<file path="config.mk">
export PLATFORM = sky130hd
export DESIGN_NAME = serial_subtractor_32bit
export DESIGN_NICKNAME = d
export VERILOG_FILES = /design/src/rtl/serial_subtractor_32bit.sv
export SDC_FILE = /design/constraint.sdc
export NUM_CORES = 1
export LEC_CHECK = 0
export CAP_MARGIN = 20
export CORE_ASPECT_RATIO = 1.25
export CORE_MARGIN = 4
export CORE_UTILIZATION = 50
export DETAILED_ROUTE_END_ITERATION = 8
export DONT_BUFFER_PORTS = 1
export GPL_ROUTABILITY_DRIVEN = 0
export SYNTH_ARGS = -nofsm -noshare
export SYNTH_HDL_FRONTEND = slang
export SYNTH_SLANG_ARGS = --single-unit
export TNS_END_PERCENT = 100
</file>
<file path="constraint.sdc">
create_clock -name clk -period 4.05 [get_ports clk]
set_input_delay 0.81 -clock clk [delete_from_list [all_inputs] [get_ports clk]]
set_output_delay 0.81 -clock clk [all_outputs]
set_load 0.02 [all_outputs]
</file>
<file path="src/rtl/serial_subtractor_32bit.sv">
// serial_subtractor_32bit: slice-serial A - B - Bin with start/busy/done handshake
module serial_subtractor_32bit #(
  parameter int WIDTH = 32,
  parameter int SLICE = 4
) (
  input  logic             clk,
  input  logic             rst_n,
  input  logic             start,
  input  logic [WIDTH-1:0] A,
  input  logic [WIDTH-1:0] B,
  input  logic             Bin,
  output logic             busy,
  output logic             done,
  output logic [WIDTH-1:0] Diff,
  output logic             Bout,
  output logic             ovf
);
  localparam int N  = WIDTH / SLICE;
  localparam int CW = N > 1 ? $clog2(N) : 1;
  typedef enum logic [1:0] {IDLE, RUN, FIN} state_t;
  state_t           state;
  logic [CW-1:0]    cnt;
  logic             brw;
  logic             a_msb;
  logic             b_msb;
  logic [WIDTH-1:0] a_sh;
  logic [WIDTH-1:0] b_sh;
  logic [WIDTH-1:0] res;
  logic [SLICE:0]   s;
  logic [WIDTH-1:0] res_nxt;
  always_comb begin
    s       = {1'b0, a_sh[SLICE-1:0]} - {1'b0, b_sh[SLICE-1:0]} - {{SLICE{1'b0}}, brw};
    res_nxt = {s[SLICE-1:0], res[WIDTH-1:SLICE]};
  end
  always_ff @(posedge clk or negedge rst_n) begin
    if (!rst_n) begin
      state <= IDLE;
      cnt   <= '0;
      brw   <= 1'b0;
      a_msb <= 1'b0;
      b_msb <= 1'b0;
      a_sh  <= '0;
      b_sh  <= '0;
      res   <= '0;
      busy  <= 1'b0;
      done  <= 1'b0;
      Diff  <= '0;
      Bout  <= 1'b0;
      ovf   <= 1'b0;
    end else if (state == RUN) begin
      a_sh <= a_sh >> SLICE;
      b_sh <= b_sh >> SLICE;
      res  <= res_nxt;
      brw  <= s[SLICE];
      cnt  <= cnt + CW'(1);
      if (cnt == CW'(N - 1)) begin
        Diff  <= res_nxt;
        Bout  <= s[SLICE];
        ovf   <= (a_msb != b_msb) && (res_nxt[WIDTH-1] != a_msb);
        state <= FIN;
        busy  <= 1'b0;
        done  <= 1'b1;
      end
    end else begin
      // IDLE and FIN both accept a new request, giving back-to-back issue
      done <= 1'b0;
      busy <= start;
      if (start) begin
        a_sh  <= A;
        b_sh  <= B;
        a_msb <= A[WIDTH-1];
        b_msb <= B[WIDTH-1];
        brw   <= Bin;
        cnt   <= '0;
        res   <= '0;
        state <= RUN;
      end else begin
        state <= IDLE;
      end
    end
  end
endmodule

</file>
Word level (Yosys, flattened, before mapping)
Index checks and enable logic that the tools add are counted.
{ "classes": {"reduce_logical": 4, "n_eq_ne": 5, "addsub": 3, "bitwise_logic": 1, "mux": 17} }
{ "ops": {"columns": ["cell", "n"], "rows": [
  ["$mux W32", 6],
  ["$mux W1", 7],
  ["$mux W3", 2],
  ["$sub A4 B4 Y5", 1],
  ["$sub A5 B1 Y5", 1],
  ["$mux W2", 2],
  ["$reduce_and A2 Y1", 2],
  ["$add A3 B1 Y3 const B", 1],
  ["$eq A3 B3 Y1 const B", 1],
  ["$eq A2 B1 Y1 const B", 1],
  ["$ne A1 B1 Y1", 2],
  ["$ne A2 B1 Y1 const B", 1],
  ["$reduce_bool A2 Y1", 1],
  ["$logic_and A1 B1 Y1", 1],
  ["$not A1 Y1", 1]
]} }
{ "word_totals": {"inputBits": 68, "output_inout_bits": 36, "reg_bits": 140, "wordCells": 43} }

Depth between registers and ports, before layout
Gate-level depths: netlist of run 1.
{ "depth": {"ltp_word": 4, "ltp_mapped": 8, "mapped_depth_nobuf": 8} }

Worst setup path before layout of run 1
Ideal clock, no wire load.
{ "synth_timing": {"kind": "reg-to-reg", "from": "reg brw", "to": "reg ovf", "arrival_time_ns": 1.772, "n_path_buf": 0, "path_stages_with_launch": 9, "required_time_ns": 3.963, "setup_ns": 0.087, "slack_ns": 2.191, "period_less_slack_ns": 1.859, "cell_sequence": "dfrtp_1 inv_1 fa_1 inv_1 ha_1 o21ai_0 a21boi_0 or2_1 o211ai_1"} }
{ "synth_between": {"elab_chain_cells": 3} }
{ "synth_lines": {"columns": ["element", "line", "source"], "rows": [
  ["from (decl)", "23", "logic brw;"],
  ["from (signal assigned)", "54", "brw <= s[SLICE];"],
  ["from (signal assigned)", "73", "brw <= Bin;"],
  ["$sub A5 B1 Y5", "32", "s = {1'b0, a_sh[SLICE-1:0]} - {1'b0, b_sh[SLICE-1:0]} - {{SLICE{1'b0}}, brw};"],
  ["$ne A1 B1 Y1", "59", "ovf <= (a_msb != b_msb) && (res_nxt[WIDTH-1] != a_msb);"],
  ["$logic_and A1 B1 Y1", "59", null],
  ["to (signal assigned)", "59", null],
  ["to (decl)", "16", "output logic ovf"]
]} }
No other way between the ends.
A chain may end at the register's enable or synchronous reset.

Final worst setup path of run 1
{ "layout_timing": {"from": "reg cnt[0]", "to": "reg Diff[19]"} }
{ "layout_between": {"elab_chain_cells": 2} }
{ "layout_lines": {"columns": ["element", "line", "source"], "rows": [
  ["from (decl)", "22", "logic [CW-1:0] cnt;"],
  ["from (signal assigned)", "55", "cnt <= cnt + CW'(1);"],
  ["$eq A3 B3 Y1", "56", "if (cnt == CW'(N - 1)) begin"],
  ["$reduce_and A2 Y1 (no source line)", null, null],
  ["to (signal assigned)", "57", "Diff <= res_nxt;"],
  ["to (decl)", "14", "output logic [WIDTH-1:0] Diff,"]
]} }
No other way between the ends.

==> results of run 1 <==
[sequential cells by signal (all words and copies together), names as in the netlist]
register / cells
res: 28
state: 2
Bout: 1
ovf: 1
brw: 1
cnt: 3
Diff: 32
a_sh: 32
b_sh: 32
b_msb: 1
a_msb: 1
[placed cells by master, fill, tap and decap left out, drive strengths merged, types with 3 or more instances in the layout]
cell    instances
clkbuf         18
nand3b         32
xnor2           3
ha              8
mux2           31
clkinv          5
nor2           10
o21ai          66
mux2i          64
nand2         118
bufinv          5
buf             3
dfrtp         134
inv            11
[worst max-delay path: cells and delay by family (launching register included)]
kind / cells / cell delay [ps]
buf+inv: 1 / 420
mux: 1 / 370
fa+ha+maj: 2 / 380
simple gates: 1 / 550
flops: 1 / 390
[logic make-up (layout without fill, tap and decap cells)]
family,after synthesis,count (layout),synth area share (%)
buffers and inverters,44,44,3.67
DFF,134,134,57.2
and+or+nand+nor,167,167,13.2
AOI/OAI and AO/OA,71,71,6.23
xor gates and xnor gates,3,3,0.448
adders and majority gates,10,10,2.39
muxes,95,95,16.9
[final cells by class]
class | count | share of cell area [%]
flip-flops and latches | 134 | 51.2
multi-input cells | 346 | 35.1
clock buffers | 18 | 6.70
clock inverters | 14 | 3.40
well taps | 135 | 2.58
repair buffers | 3 | 0.535
inverters | 9 | 0.516
[how the worst max path moves through the flow]
| stage | startpoint | endpoint | slack, ps | cells after the start |
|---|---|---|---|---|
| final | cnt[0] | Diff[19] | 1800 | 5 |
| after global routing | cnt[0] | Diff[19] | 1650 | 5 |
| after CTS | cnt[0] | Diff[22] | 1750 | 5 |
| after detailed placement | cnt[0] | Diff[22] | 1750 | 5 |
| after global placement | cnt[0] | Diff[19] | 1830 | 5 |
| after floorplan | brw | ovf | 2190 | 8 |
[routing by layer]
layer / vias to the layer above / track usage [%] / wire (um) / share of wire [%]
met5: - / 0 / 0 / 0
met4: 0 / 5.87 / 152 / 1.3
met3: 12 / 6.83 / 732 / 6.5
met2: 80 / 28.6 / 5540 / 49
met1: 1733 / 22.2 / 4920 / 43
li1: 1743 / - / - / -
[stage by stage]
stage	power, mW	std cells
floorplan	3.41	524
global placement	3.65	627
detailed placement	3.73	627
CTS	5.45	659
global route	5.76	659
finish	5.37	659
[report_power, final]
group / switching [mW] / internal (mW)
Sequential: 0.555 / 1.87
Clock: 0.584 / 1.12
Combinational: 0.698 / 0.553
==> flow_summary.toml, run 1 <==
[place]
portBuffers = 0
dp_slack_ps = 1750
placed_cell_area_sq_um = 5890
hpwlAfterDp_mm = 7.24

[setup_path]
reg2reg_depth = 5
start_kind = "flop"
reg2reg_setup_slack_ps = 1800
arrival_ps = 2540
worstReg2RegStart = "cnt[0]"
slowest_stage = "nand3b_1"
cp_data_required_time_ps = 4340
crit_path_cell_trace = "ha_1 -> ha_1 -> nand3b_1 -> buf_4 -> mux2_2"
max_stage_delay_ps = 550
regToRegEndpoint = "Diff[19]"
criticalPathCategory = "flop to flop"
critPathMaxFanout = 25
crit_path_end_kind = "flop"
cp_common_cell = "ha_1"

[sta]
fin_crit_sh_pct = 55.6
rsz0062_at_grt = "no"
hold_viol_final = 0
slew_viol_final = 0
setup_ws_ps = 1800
final.min_clock_period_ps = 2250
setup_viol = 0
hold-worst-slack_ps = 98.8
fin_tns_setup_ps = 0
skew_ps = 7.49
tightestPinTransition_ps = 782
timing.fmax_mhz = 444
max-slew-margin-rel_pct = 47.9

[synth]
synthTopCellsByArea = "dfrtp_1 57%, mux2i_1 11%, nand2_1 7.6%, mux2_2 6.0%, o21ai_0 5.6%"
yosysTopAreaCell = "dfrtp_1"
synth_nets = 602
synth_ff_type = "dfrtp_1"
synth_edf_count = 0
synth_cell_types = 25
synth_cells = 524
ys_seq_area_share_pct = 57.2
netlist.area_leader.share_pct = 57.2
yosys_warnings = 0
synth_seq_cells = 134
ys_top_cells_by_count = "134 x dfrtp_1, 118 x nand2_1, 66 x o21ai_0, 64 x mux2i_1, 32 x nand3b_1"
synth_area_per_cell_sq_um = 11.2
netlist_area_sq_um = 5860
async_flop_share_pct = 100
synth_most_common_cell = "dfrtp_1"

[cts]
clk_latency_ps = 410
cts_tree = "built"
cts-root-buf = "clkbuf_16"
cts_resized = 0
post-cts-setup-buffers = 0
path_clk_slew_ps = 60
cts_hold_buf = 0
cts.sinks = 134
numCtsBuffers = 17
clockBufferDepth = 2
h-tree-depth = 4

[finish]
ff_latch_area_sq_um = 3350
final_util_pct = 58.0
diodes = 0
stdcell_area_sq_um = 6550
multi_input_area_sq_um = 2300
syn_to_final_growth_pct = 11.8
nets = 589
drive_gt1_share_pct = 12.8
fill_cells = 973

[die]
core_sq_um = 11300
initial_core_util_pct = 51.9
die_h_um = 129
std_cell_rows = 43
die_area_sq_um = 13500
die_w_um = 105
num_io_pins = 104

[route]
drt_iter0_drc = 162
post_drt_wl_per_cell_um = 17.2
drc_errors = 0
drtAntennaViolNets = 0
drt_wl_total_mm = 11.3
route.vias.total = 3568
viasPerCell = 5.41
drtPass1Iterations = 4

[grt]
grt_pass1_wl_mm = 19.1
grt_max_degree = 150
grtUsageTotal_pct = 17.7
grt_pass1_vias = 3777
antenna_found_initial = 0
grt-ovfl-total = 0

[pwr]
leakagePower_nw = 3.19
peakVddDrop_v = 0.000371
p_per_area_nw_per_um2 = 821

[outcome]
status = "complete, no violations"

[flow_run]
drv_cap = 0

[min_path]
hp-class = "input port to async pin"
(Power assumes the default switching activity.)
==> run 2: changes to the inputs <==
--- a/config.mk
+++ b/config.mk
@@ -12,6 +12,7 @@
 export DETAILED_ROUTE_END_ITERATION = 8
 export DONT_BUFFER_PORTS = 1
 export GPL_ROUTABILITY_DRIVEN = 0
+export PLACE_DENSITY = 0.68
 export SYNTH_ARGS = -nofsm -noshare
 export SYNTH_HDL_FRONTEND = slang
 export SYNTH_SLANG_ARGS = --single-unit
==> constraint.sdc (replaced) <==
create_clock -name clk -period 1.95 [get_ports clk]
set_input_delay 0.39 -clock clk [delete_from_list [all_inputs] [get_ports clk]]
set_output_delay 0.39 -clock clk [all_outputs]
set_load 0.02 [all_outputs]
==> flow_summary.toml, run 2 (synthesis gave the netlist of run 1 again) <==
[min_path]
hp-class = "input port to async pin"

[cts]
h-tree-depth = 4
clockBufferDepth = 2
cts.sinks = 134
cts-root-buf = "clkbuf_16"
clk_latency_ps = 400
numCtsBuffers = 17
cts_tree = "built"
path_clk_slew_ps = 60

[setup_path]
reg2reg_depth = 7
crit_buf_inv = 1
crit_family = "adder cells"
reg2reg_setup_slack_ps = 10
crit_path_cell_trace = "inv_2 -> fa_2 -> fa_1 -> nand2b_1 -> a21oi_2 -> xnor2_2 -> a21oi_1"
crit_path_end_kind = "flop"
regToRegEndpoint = "brw"
max_stage_delay_ps = 410
worstReg2RegStart = "b_sh[0]"
cp_data_required_time_ps = 2210
critPathMaxFanout = 2
criticalPathCategory = "flop to flop"
start_kind = "flop"
arrival_ps = 2200
slowest_stage = "fa_2"

[finish]
layout_commonest_cell = "dfrtp_1"
nets = 594
diodes = 0
top_regs = "Diff (32), a_sh (32), b_sh (32)"
final_cell_mix = "134 x dfrtp_1, 118 x nand2_1, 64 x mux2i_1, 62 x o21ai_0, 32 x nand3b_1"
drive_gt1_share_pct = 15.3
syn_to_final_growth_pct = 12.9

[sta]
setup_viol = 0
hold-worst-slack_ps = -316
timing.fmax_mhz = 516
rsz0062_at_grt = "yes"
tightestPinTransition_ps = 411
final.min_clock_period_ps = 1940
hold_viol_final = 134
slew_viol_final = 0
skew_ps = 9.98
fin_crit_sh_pct = 99.4
max-slew-margin-rel_pct = 72.6

[route]
wl_met3_um = 878
met1Wirelength_mm = 4.82
viasPerCell = 5.42
route.vias.total = 3602
route.met2.wl_mm = 5.54
top_layer = "met4"
post_drt_wl_per_cell_um = 17.1
drtPass1Iterations = 4
drt_iter0_drc = 179
drt_wl_total_mm = 11.3
drc_errors = 0
drtAntennaViolNets = 0

[outcome]
status = "finished with violations"
violations = "negative hold slack"

[die]
initial_core_util_pct = 51.9
core_sq_um = 11300
die_area_sq_um = 13500
die_h_um = 129
die_w_um = 105
num_io_pins = 104
std_cell_rows = 43

[grt]
grt_max_degree = 135
grtUsageTotal_pct = 18.0
antenna_found_initial = 0
grt_pass1_wl_mm = 19.3
grt_pass1_vias = 3770
grt-ovfl-total = 0

[pwr]
total_power_mw = 11.3
peakVddDrop_v = 0.000798
leakagePower_nw = 3.21
p_per_area_nw_per_um2 = 1710

[place]
hpwlAfterDp_mm = 7.32
portBuffers = 0

[flow_run]
drv_cap = 0
run 2: power breakdown:
part / switching, mW / internal [mW] / leakage [nW]
Clock: 1.16 / 2.24 / 0.302
Sequential: 1.16 / 3.89 / 1.72
Combinational: 1.52 / 1.33 / 1.19
Total: 3.84 / 7.46 / 3.21
run 2: how the worst max path moves through the flow:
| stage | startpoint | cells after the start | slack [ps] | end |
|---|---|---|---|---|
| after floorplan | brw | 8 | 90 | ovf |
| after global placement | brw | 8 | 30 | ovf |
| after detailed placement | brw | 8 | -70 | ovf |
| after CTS | brw | 8 | 2 | ovf |
| after global routing | b_sh[0] | 7 | -90 | brw |
| final | b_sh[0] | 7 | 10 | brw |
run 2: worst reg2reg max path, stage by stage, from the launching register on:
cell      delay (ps)
dfrtp_1          360
inv_2             50
fa_2             410
fa_1             390
nand2b_1         180
a21oi_2          180
xnor2_2          150
a21oi_1          100
run 2: through the flow:
| stage | instance area [sq um] | setup slack, ps | std cells | TNS (ps) | util, % |
|---|---|---|---|---|---|
| floorplan | 5860 | 91.4 | 524 | 0 | - |
| global placement | 5930 | 32.9 | 631 | 0 | 52.5 |
| detailed placement | 5930 | -73.8 | 631 | -200 | 52.5 |
| CTS | 6580 | 2.35 | 663 | 0 | 58.2 |
| global route | 6620 | -93.4 | 664 | -261 | 58.6 |
| finish | 6620 | 12.3 | 664 | 0 | 58.6 |
run 2: routing by layer:
| metal | vias up | global-route usage [%] |
|---|---|---|
| met5 | - | 0 |
| met4 | 0 | 5.71 |
| met3 | 5 | 8.42 |
| met2 | 85 | 27.6 |
| met1 | 1755 | 22.9 |
| li1 | 1757 | - |
run 2: timing repair:
action                                  in CTS  in global routing
buffers inserted                             0                  1
pin swaps                                    3                  6
endpoints found under the hold margin      134                134
endpoints found under the setup margin       5                  5
gates resized for setup                      3                 13
run 2: area by class of cell:
cell class	count	area [sq um]
multi-input cells	346	2330
inverters	9	33.8
clock inverters	11	173
flip-flops and latches	134	3350
well taps	135	169
fillers	955	4680
clock buffers	21	470
repair buffers	8	85.1
